## config.mk

```make
export PLATFORM = sky130hd
export DESIGN_NAME = imu_sample_framer
export DESIGN_NICKNAME = d
export VERILOG_FILES = /design/src/rtl/imu_sample_framer.sv
export SDC_FILE = /design/constraint.sdc
export NUM_CORES = 1
export LEC_CHECK = 0
export BUFFER_PORTS_ARGS = -buffer_cell sky130_fd_sc_hd__buf_2
export CORE_MARGIN = 4
export CORE_UTILIZATION = 60
export CTS_BUF_LIST = sky130_fd_sc_hd__clkbuf_4 sky130_fd_sc_hd__clkbuf_8 sky130_fd_sc_hd__clkbuf_16
export CTS_CLUSTER_DIAMETER = 150
export CTS_CLUSTER_SIZE = 16
export DETAILED_ROUTE_END_ITERATION = 7
export MAX_ROUTING_LAYER = met4
export PLACE_DENSITY = 0.83
export SETUP_SLACK_MARGIN = 0.2
export SYNTH_ARGS = -nofsm -noshare
export SYNTH_HDL_FRONTEND = slang
export SYNTH_SLANG_ARGS = --single-unit
```

## constraint.sdc

```tcl
create_clock -name clk -period 6.4 [get_ports clk]
set_clock_uncertainty 0.15 [all_clocks]
set_input_delay 1.28 -clock clk [delete_from_list [all_inputs] [get_ports clk]]
set_output_delay 1.28 -clock clk [all_outputs]
set_load 0.01 [all_outputs]
```

## src/rtl/imu_sample_framer.sv

```systemverilog
// Assembles six-byte IMU frames (GH GL YH YL ZH ZL) into gyro/accel words with gap timeout.
// Define IMU_FRAMER_CAL_EN to subtract GYRO_OFFSET from the gyro word with saturation.
module imu_sample_framer #(
    parameter int unsigned        TIMEOUT_CYCLES = 1000,
    parameter logic signed [15:0] GYRO_OFFSET    = 16'sd0
) (
    input  logic        clk,
    input  logic        rst,
    input  logic [7:0]  byte_in,
    input  logic        byte_valid,
    input  logic        sof,
    output logic [15:0] gyroData,
    output logic [15:0] y_accel_data,
    output logic [15:0] z_accel_data,
    output logic        sample_valid,
    output logic        frame_err,
    output logic        busy
);

    localparam int unsigned GAP_W = (TIMEOUT_CYCLES < 2) ? 1 : $clog2(TIMEOUT_CYCLES + 1);
    localparam logic [GAP_W-1:0] GAP_LAST = GAP_W'(TIMEOUT_CYCLES - 1);

    typedef enum logic [2:0] {
        IDLE = 3'd0,
        G_L  = 3'd1,
        Y_H  = 3'd2,
        Y_L  = 3'd3,
        Z_H  = 3'd4,
        Z_L  = 3'd5
    } state_t;

    state_t           state_q, state_d;
    logic [GAP_W-1:0] gap_q, gap_d;
    logic [7:0]       gh_q, gh_d, gl_q, gl_d, yh_q, yh_d, yl_q, yl_d, zh_q, zh_d;
    logic [15:0]      gyro_q, gyro_d, y_q, y_d, z_q, z_d;
    logic             sample_valid_q, sample_valid_d;
    logic             frame_err_q, frame_err_d;
    logic             busy_q, busy_d;
    logic [15:0]      gyro_word_c;

    // Calibrated gyro word: 17-bit signed difference clamped into 16 bits.
`ifdef IMU_FRAMER_CAL_EN
    logic [16:0] gyro_diff_c;
    always_comb begin
        gyro_diff_c = {gh_q[7], gh_q, gl_q} - {GYRO_OFFSET[15], GYRO_OFFSET};
        if (gyro_diff_c[16] != gyro_diff_c[15]) begin
            gyro_word_c = gyro_diff_c[16] ? 16'h8000 : 16'h7FFF;
        end else begin
            gyro_word_c = gyro_diff_c[15:0];
        end
    end
`else
    logic unused_offset_c;
    assign unused_offset_c = ^GYRO_OFFSET;
    assign gyro_word_c     = {gh_q, gl_q};
`endif

    always_comb begin
        state_d        = state_q;
        gap_d          = gap_q;
        gh_d           = gh_q;
        gl_d           = gl_q;
        yh_d           = yh_q;
        yl_d           = yl_q;
        zh_d           = zh_q;
        gyro_d         = gyro_q;
        y_d            = y_q;
        z_d            = z_q;
        sample_valid_d = 1'b0;
        frame_err_d    = 1'b0;

        if (byte_valid && sof) begin
            // A start byte always opens a fresh frame, aborting any partial one.
            frame_err_d = (state_q != IDLE);
            gh_d        = byte_in;
            gl_d        = 8'h00;
            yh_d        = 8'h00;
            yl_d        = 8'h00;
            zh_d        = 8'h00;
            gap_d       = '0;
            state_d     = G_L;
        end else if (byte_valid && (state_q != IDLE)) begin
            gap_d = '0;
            case (state_q)
                G_L: begin gl_d = byte_in; state_d = Y_H; end
                Y_H: begin yh_d = byte_in; state_d = Y_L; end
                Y_L: begin yl_d = byte_in; state_d = Z_H; end
                Z_H: begin zh_d = byte_in; state_d = Z_L; end
                Z_L: begin
                    gyro_d         = gyro_word_c;
                    y_d            = {yh_q, yl_q};
                    z_d            = {zh_q, byte_in};
                    sample_valid_d = 1'b1;
                    gh_d           = 8'h00;
                    gl_d           = 8'h00;
                    yh_d           = 8'h00;
                    yl_d           = 8'h00;
                    zh_d           = 8'h00;
                    state_d        = IDLE;
                end
                default: state_d = IDLE;
            endcase
        end else if (state_q != IDLE) begin
            if (gap_q == GAP_LAST) begin
                frame_err_d = 1'b1;
                gap_d       = '0;
                gh_d        = 8'h00;
                gl_d        = 8'h00;
                yh_d        = 8'h00;
                yl_d        = 8'h00;
                zh_d        = 8'h00;
                state_d     = IDLE;
            end else begin
                gap_d = gap_q + GAP_W'(1);
            end
        end

        busy_d = (state_d != IDLE);
    end

    always_ff @(posedge clk or posedge rst) begin
        if (rst) begin
            state_q        <= IDLE;
            gap_q          <= '0;
            gh_q           <= 8'h00;
            gl_q           <= 8'h00;
            yh_q           <= 8'h00;
            yl_q           <= 8'h00;
            zh_q           <= 8'h00;
            gyro_q         <= 16'h0000;
            y_q            <= 16'h0000;
            z_q            <= 16'h0000;
            sample_valid_q <= 1'b0;
            frame_err_q    <= 1'b0;
            busy_q         <= 1'b0;
        end else begin
            state_q        <= state_d;
            gap_q          <= gap_d;
            gh_q           <= gh_d;
            gl_q           <= gl_d;
            yh_q           <= yh_d;
            yl_q           <= yl_d;
            zh_q           <= zh_d;
            gyro_q         <= gyro_d;
            y_q            <= y_d;
            z_q            <= z_d;
            sample_valid_q <= sample_valid_d;
            frame_err_q    <= frame_err_d;
            busy_q         <= busy_d;
        end
    end

    assign gyroData     = gyro_q;
    assign y_accel_data = y_q;
    assign z_accel_data = z_q;
    assign sample_valid = sample_valid_q;
    assign frame_err    = frame_err_q;
    assign busy         = busy_q;

endmodule

```

==> metrics list, run 1 <==
- The repair_antennas step left the layout with diodes totalling 0.
* Count of boundary I/O pins: 63
- Detailed routing inserted a total of 2652 vias.
- For the worst setup path, the data arrival time is 3.43 ns.
- Entering global routing, the biggest net connects 70 pins.
* Number of post-CTS setup repair buffers: 0
- Top cells by area, synth: sky130_fd_sc_hd__dfrtp_1 (62%), sky130_fd_sc_hd__mux2_2 (15%), sky130_fd_sc_hd__a22o_1 (6.6%)
- Global routing finished with a remaining overflow of 0.
- Detailed-route vias per instance: 5.72
- Number of sinks driven by the clock tree: 104
- Cell with the most instances after synthesis: sky130_fd_sc_hd__dfrtp_1
- Smallest hold slack: 0.356 ns
- Synthesized netlist net count: 313
* Number of optimization iterations in the first detailed-route pass: 4
- Drc violations: 0
- Width of the die: 91.9 µm
- Number of instances in the synthesized netlist: 300
- Post-Syn Area per Cell: about 14 µm²
- Hold violation count in the final report: 0
- Measured against its own limit, the worst slew margin works out to 0.450.
- Subtracting the final worst setup slack from the clock period gives approximately 3.3 ns.
- The floorplan step defined a core boundary enclosing 6830 µm².
- Number of antenna violations at the first check in global routing: 0
* Clock-pin slew on the worst setup and hold paths: 0.10 ns
- The root buffer cell chosen for the clock tree is sky130_fd_sc_hd__clkbuf_8.
* Area of the mapped netlist: roughly 4200 µm²
* Place WS: 2.71 ns
- The critical path is of the primary input to flop type.
- After detailed routing, the average wire length per cell comes to 17.8 µm.
- Required time worst endpoint: 6.49 ns
- Leak pwr: ~2.5 nW
* Highest net fanout along the worst path: 26
- Across every metal layer, demand over resource in global routing totals 0.219.
* Critical path launch point type: primary input
* Crit path buffers/inverters: 2
- Number of buffer cells added on primary ports: 62
- Across the VDD grid, the largest voltage drop is 0.177 mV.
- Setup repair after global routing left no endpoint under its margin.
- The congestion estimate from routability-driven global placement came to between 0.9 and 1.
* Cell type with the highest aggregate area in the netlist: sky130_fd_sc_hd__dfrtp_1
- The flow ran to the end, and the final reports show no timing, DRC or antenna violations.
- Final worst-path cycle share: 0.522
- Multiplexer share of the synthesized area: 0.156
- Synth top area share: 0.616
* Wire length of the first global-routing pass: about 14000 µm
- Derived from the worst setup path, the maximum achievable clock frequency is 299 MHz.
* Initial DRC Count: 204
* Crit path capture type: flop
- Yosys mapped the design onto 41 distinct sky130hd cell types.
- Clock tree synthesis inserted a total of 9 buffers.
- Area fraction in and, or, nand and nor cells after synthesis: 0.0803
- For this block, the routed nets add up to 8260 µm of wire.
- Post-cts gate resize count: 0
- After synthesis the netlist holds a flip-flop and latch count of 104.
* Synthesized-area fraction occupied by adder cells: 0.00296
- In this run the most critical hold path is launched from gh_q[6].
* Post-synth top cells: sky130_fd_sc_hd__dfrtp_1 (104), sky130_fd_sc_hd__mux2_2 (56), sky130_fd_sc_hd__a22o_1 (32), sky130_fd_sc_hd__nor2_1 (16), sky130_fd_sc_hd__nand2_1 (11)
- Total die area: between 8000 and 9000 µm²
- The via count of the first global-routing pass came to 2762.
* Number of nets still failing antenna checks after routing: 0
- Broken down by cell family, the worst path's largest delay share belongs to simple AND/OR/NAND/NOR gates.
* H-tree level count: 3
- TritonCTS built the clock tree.
- Type of the most critical hold path: flop to flop
- Delay of the slowest cell on the worst path: about 0.56 ns
- Tightest Pin Transition: 0.825 ns
- Number of setup violations in the final report: 0
* Number of nets at the end of the flow: approximately 380
- Share of final-layout standard cells stronger than drive strength 1: 0.399
* Async S/R FF share, synth: 1.00
- The number of hold buffers added after CTS was 0.
- Areal power density over the cells: 281 nW/µm²
- Area fraction in compound gates after synthesis: 0.104
* Effective utilization at floorplan: 0.618
- Max-cap violations in this run came to 0.
- No sink is reached through more buffers than the 2 on the longest clock path.
- Signed area change from the synthesized netlist to the final layout: 14.0%
- Of the total synthesized cell area, the portion taken by XOR and XNOR cells is 0.0207.
* Clock latency at the later pin of the worst-skew pair: between 0.3 and 0.4 ns
* Library cell contributing the largest single delay on the critical path: sky130_fd_sc_hd__nor2_4
- In the final timing run, aggregate negative setup slack is 0 ns.
* Number of enable-type register cells in the synthesized netlist: 0
- Setup slack on the critical path of the routed design comes to 3.06 ns.
* Max Slew Vio Count: 0
* Pwr Total: 1.35 mW
- During synthesis, Yosys emitted a total of 0 warnings.
- Critical path startpoint: sof
- In this run the critical register-to-register path is launched from state_q[0].
- After synthesis, the largest family of logic cells by area is multiplexers.
* Count of standard-cell rows: 30
- Seq/Total Area, Yosys: 0.616
- Walking the worst path, the cells encountered are buf_2 -> and2b_1 -> nand2_1 -> nor2_4 -> buf_4 -> mux2_2.
- The die is 91.9 µm tall.
- Detailed placement finished with a half-perimeter wire length of 5570 µm.
- For this run, the leading register cell type out of synthesis is sky130_fd_sc_hd__dfrtp_1.
==> routing by layer <==
| layer | GRT usage | routed length [µm] | up-vias |
|---|---|---|---|
| met1 | 0.306 | 3730 | 1343 |
| met4 | 0.0903 | 163 | 0 |
| met2 | 0.328 | 4010 | 70 |
| met3 | 0.0295 | 355 | 12 |
| li1 | - | - | 1227 |
| met5 | - | 0 | - |
==> cell type report <==
class	instances	area [µm²]
Sequential cell	104	2600
Fill cell	480	2020
Multi-Input combinational cell	178	1550
Timing Repair Buffer	65	333
Clock buffer	10	131
Tap cell	96	120
Clock inverter	6	57.6
Inverter	5	21.3
==> cells in the final DEF, fill, tap and decap left out, types with 2 or more instances in the layout <==
| master | netlist | routed |
|---|---|---|
| sky130_fd_sc_hd__dfrtp_1 | 104 | 104 |
| sky130_fd_sc_hd__buf_2 | 9 | 62 |
| sky130_fd_sc_hd__mux2_2 | 56 | 56 |
| sky130_fd_sc_hd__a22o_1 | 32 | 32 |
| sky130_fd_sc_hd__nor2_1 | 16 | 15 |
| sky130_fd_sc_hd__nand2_1 | 11 | 11 |
| sky130_fd_sc_hd__xnor2_1 | 9 | 9 |
| sky130_fd_sc_hd__clkbuf_8 | 0 | 9 |
| sky130_fd_sc_hd__and3_1 | 8 | 8 |
| sky130_fd_sc_hd__a21oi_1 | 4 | 4 |
| sky130_fd_sc_hd__nand3_1 | 4 | 4 |
| sky130_fd_sc_hd__nor3_1 | 4 | 4 |
| sky130_fd_sc_hd__inv_1 | 4 | 3 |
| sky130_fd_sc_hd__nand2b_1 | 3 | 3 |
| sky130_fd_sc_hd__mux2i_1 | 3 | 3 |
| sky130_fd_sc_hd__inv_6 | 0 | 3 |
| sky130_fd_sc_hd__buf_4 | 1 | 3 |
| sky130_fd_sc_hd__nor3_2 | 2 | 2 |
| sky130_fd_sc_hd__nand4b_1 | 2 | 2 |
| sky130_fd_sc_hd__a211o_1 | 2 | 2 |
| sky130_fd_sc_hd__nand4_1 | 2 | 2 |
| sky130_fd_sc_hd__and4_1 | 2 | 2 |
| sky130_fd_sc_hd__inv_8 | 0 | 2 |
==> registers in the layout (all words and copies together) (netlist names), 8 cells and up <==
| register | count |
|---|---|
| gl_q | 8 |
| zh_q | 8 |
| gap_q | 10 |
| gyroData | 16 |
| gh_q | 8 |
| yh_q | 8 |
| yl_q | 8 |
| y_accel_data | 16 |
| z_accel_data | 16 |
==> worst register-to-register path: stages (launching register included) <==
cell and delay [ns]:
sky130_fd_sc_hd__dfrtp_1 0.63, sky130_fd_sc_hd__nand2b_1 0.23, sky130_fd_sc_hd__nor2_4 0.59, sky130_fd_sc_hd__buf_4 0.46, sky130_fd_sc_hd__mux2_2 0.39
==> power by group <==
part           switching, mW  internal, mW
Clock                  0.233         0.157
Combinational          0.110        0.0918
Sequential            0.0440         0.719
Total                  0.387         0.967
==> kinds of logic (layout without fill, tap and decap cells) <==
family | count (synthesis) | count (layout)
mux | 59 | 59
compound gates | 47 | 47
simple gates | 61 | 61
xor+xnor | 10 | 10
buf+inv | 18 | 86
fa+ha+maj | 1 | 1
flops | 104 | 104
==> metrics by stage <==
step / instances / cell area (µm²) / utilization
finish: 464 / 4810 / 0.704
global route: 464 / 4810 / 0.704
CTS: 464 / 4810 / 0.704
detailed placement: 448 / 4620 / 0.677
global placement: 448 / 4620 / 0.677
floorplan: 300 / 4220 / -
==> final timing paths <==
kind,to,slack [ns],cells past startpoint
setup reg to reg,gyroData[14],3.84,4
hold reg to reg,gh_q[6],0.36,1
max in group asynchronous,yh_q[3],4.15,3
setup / recovery,gyroData[14],3.06,6
hold / removal,gh_q[6],0.36,1
min in group asynchronous,gap_q[1],0.76,2
No activity file was read; power rests on OpenSTA's default activity.
==> run 2: changes to the inputs <==
--- a/config.mk
+++ b/config.mk
@@ -7,13 +7,13 @@
 export LEC_CHECK = 0
 export BUFFER_PORTS_ARGS = -buffer_cell sky130_fd_sc_hd__buf_2
 export CORE_MARGIN = 4
-export CORE_UTILIZATION = 60
+export CORE_UTILIZATION = 51
 export CTS_BUF_LIST = sky130_fd_sc_hd__clkbuf_4 sky130_fd_sc_hd__clkbuf_8 sky130_fd_sc_hd__clkbuf_16
 export CTS_CLUSTER_DIAMETER = 150
 export CTS_CLUSTER_SIZE = 16
 export DETAILED_ROUTE_END_ITERATION = 7
 export MAX_ROUTING_LAYER = met4
-export PLACE_DENSITY = 0.83
+export PLACE_DENSITY = 0.75
 export SETUP_SLACK_MARGIN = 0.2
 export SYNTH_ARGS = -nofsm -noshare
 export SYNTH_HDL_FRONTEND = slang
==> constraint.sdc (replaced) <==
create_clock -name clk -period 2.74 [get_ports clk]
set_clock_uncertainty 0.15 [all_clocks]
set_input_delay 0.548 -clock clk [delete_from_list [all_inputs] [get_ports clk]]
set_output_delay 0.548 -clock clk [all_outputs]
set_load 0.01 [all_outputs]
==> metrics list, run 2 (synthesized netlist as in run 1, its figures left out) <==
* Core area: 7890 µm² (+15%)
* Type of the most critical hold path: primary input to asynchronous set/reset pin
- The via count of the first global-routing pass was 2685 (-2.8%).
* Bufs on Longest Clock Path: 2 (unchanged)
- The DRC violations left is 0 (unchanged).
- The setup slack after layout was 0.569 ns (-2.49 ns).
- The max-cap check violation count was 0 (unchanged).
- The relative slew slack was 0.536 (+0.0858).
- The initial core utilization is 0.535 (-0.0828).
- Arrival time of the worst setup path: 2.26 ns (-1.17 ns)
- The total number of H-tree levels came to 3 (unchanged).
- The required time at the endpoint of the critical path came to 2.83 ns (-3.66 ns).
- The total routing resource utilization after global routing is 0.191 (-0.0280).
- Unrepaired setup endpoints after global routing: false
* Final critical path time including I/O delays and setup: 2.17 ns
- Number of post-CTS setup repair buffers: 0 (unchanged)
- Met3 Routed Length: 398 µm (+12%)
- Critical path launch point type: flop
* Final worst-path cycle share: 0.792
- Achievable clock frequency: 461 MHz
* DP Cell Count: 456 (+1.8%)
- Total number of vias: 2651 (-0.038%)
- Routed Wire Length: 8520 µm (+3.1%)
- Met1 routed wirelength after detailed routing: 3980 µm (+6.7%)
- Count of boundary I/O pins: 63 (unchanged)
- Max Slew Vio Count: 0 (unchanged)
* Number of buffer cells added on primary ports: 62 (unchanged)
* Detailed-route vias per instance: 5.62 (-1.7%)
- IR drop worst, VDD: 0.369 mV (+110%)
- The quantity of hold-fixing buffers added after cts came to 0 (unchanged).
- The clock transition at the registers of the reported paths was 0.10 ns (about the same).
- Top Metal Used: met4
- The number of optimization iterations in the first detailed-route pass was 4 (unchanged).
- Areal power density over the cells: 663 nW/µm² (+140%)
- Diode insertion count for antenna repair: 0 (unchanged)
* Library cell contributing the largest single delay on the critical path: sky130_fd_sc_hd__dfrtp_1
- The count of nets left with antenna violations after detail routing was 0 (unchanged).
* Count of standard-cell rows: 32 (+6.7%)
- The total global routing overflow was 0 (unchanged).
- Weighted congestion at the end of routability-driven global placement: 0.821 (-12%)
- The number of antenna violations at the first check in global routing is 0 (unchanged).
- The number of inserted filler cells in the final layout is 619 (+29%).
* Outcome: completed
* Final total negative setup slack: 0 ns (unchanged)
- The leakage power is 2.52 nW (+0.70%).
* Post-cts gate resize count: 0 (unchanged)
- The post-detailed-placement half-perimeter wirelength is 5690 µm (+2.0%).
- Place WS: 0.324 ns (-2.38 ns)
- The insertion delay of the later-clocked pin in the worst-skew pair came to 0.35 ns (about the same).
- Crit-path cells: nor3_2 -> a21oi_1 -> o32ai_4 -> mux2_2
- Commonest non-fill, non-tap cell in the layout: sky130_fd_sc_hd__dfrtp_1
* Total die area: 9800 µm² (+16%)
- The number of DRC violations after detailed-routing iteration 0 is 169 (-17%).
* Worst Setup Path Type: flop to flop
* Clock tree from TritonCTS: yes
* Routed wire length on met2: 4020 µm (+0.37%)
* Non-filler cells in the finished layout: 472 (+1.7%)
- The stage delay of the slowest cell on the critical path came to 0.54 ns (-0.02 ns).
* Overall die height: 99.0 µm (+7.7%)
- The share of cells above drive strength 1 came to 0.403 (+0.00325).
- Pin count of the biggest net entering global routing: 82 (+17%)
- CTS placed an instance of sky130_fd_sc_hd__clkbuf_8 at the clock tree root.
* Number of sinks driven by the clock tree: 104 (unchanged)
* Width of the die: 99.0 µm (+7.7%)
- Number of setup violations in the final report: 0 (unchanged)
* Number of buffers created by CTS: 9 (unchanged)
- The area growth from synthesis to layout is 15.5%.
- The count of endpoints failing hold in the final timing report was 0 (unchanged).
- The slew at the pin closest to its max-slew limit was 0.695 ns (-0.130 ns).
- The worst setup path is captured at a flop.
* Wire length per cell: 18.0 µm (+1.3%)
- Number of nets at the end of the flow: 378 (+0.53%)
- The top cell types in the final layout, fill and taps aside, are sky130_fd_sc_hd__dfrtp_1 (104), sky130_fd_sc_hd__buf_2 (62), sky130_fd_sc_hd__mux2_2 (56).
* Highest net fanout along the worst path: 12 (-54%)
* Wire length of the first global-routing pass: 14200 µm (-0.25%)
-- run 2: cell count changes in the layout (fill, tap and decap cells not counted), sizes merged --
| cell | before | now |
|---|---|---|
| buf | 65 | 67 |
| bufinv | 0 | 1 |
| clkinvlp | 0 | 2 |
| inv | 10 | 7 |
-- run 2: metal layers --
metal	global-route usage	vias to the layer above
met3	0.0382	6
met5	-	-
met4	0.0578	0
met2	0.283	64
met1	0.270	1352
li1	-	1229
-- run 2: cell type report --
type	count	area [µm²]	area share
Tap cell	102	128	0.0262
Clock buffer	10	131	0.0269
Multi-Input combinational cell	178	1550	0.317
Sequential cell	104	2600	0.533
Inverter	5	22.5	0.00462
Clock inverter	6	75.1	0.0154
Timing Repair Buffer	67	373	0.0764
-- run 2: power breakdown --
group	internal [mW]	switching [mW]
Sequential	1.68	0.104
Combinational	0.217	0.259
Clock	0.447	0.526
-- run 2: final timing paths --
check / from / endpoint / slack (ns) / depth (start not counted)
max in group asynchronous: rst / busy / 1.60 / 3
max reg2reg: state_q[0] / yh_q[4] / 0.57 / 4
min in group clk: byte_valid / gap_q[0] / 0.32 / 2
max: state_q[0] / yh_q[4] / 0.57 / 4
min: rst / gyroData[6] / 0.07 / 2
min reg2reg: yl_q[7] / yl_q[7] / 0.35 / 1
-- run 2: critical path, delay by kind of cell (launching register included) --
family	cells	cell delay, ns
AOI/OAI and AO/OA	2	0.50
muxes	1	0.39
DFF	1	0.54
and+or+nand+nor	1	0.46
-- run 2: through the flow --
stage | area [µm²] | util | power (mW) | hold slack, ns
floorplan | 4230 | - | 2.11 | 0.311
global placement | 4670 | 0.592 | 2.27 | 0.327
detailed placement | 4670 | 0.592 | 2.29 | 0.327
CTS | 4880 | 0.618 | 3.26 | 0.0739
global route | 4880 | 0.618 | 3.40 | 0.101
finish | 4880 | 0.618 | 3.23 | 0.0691
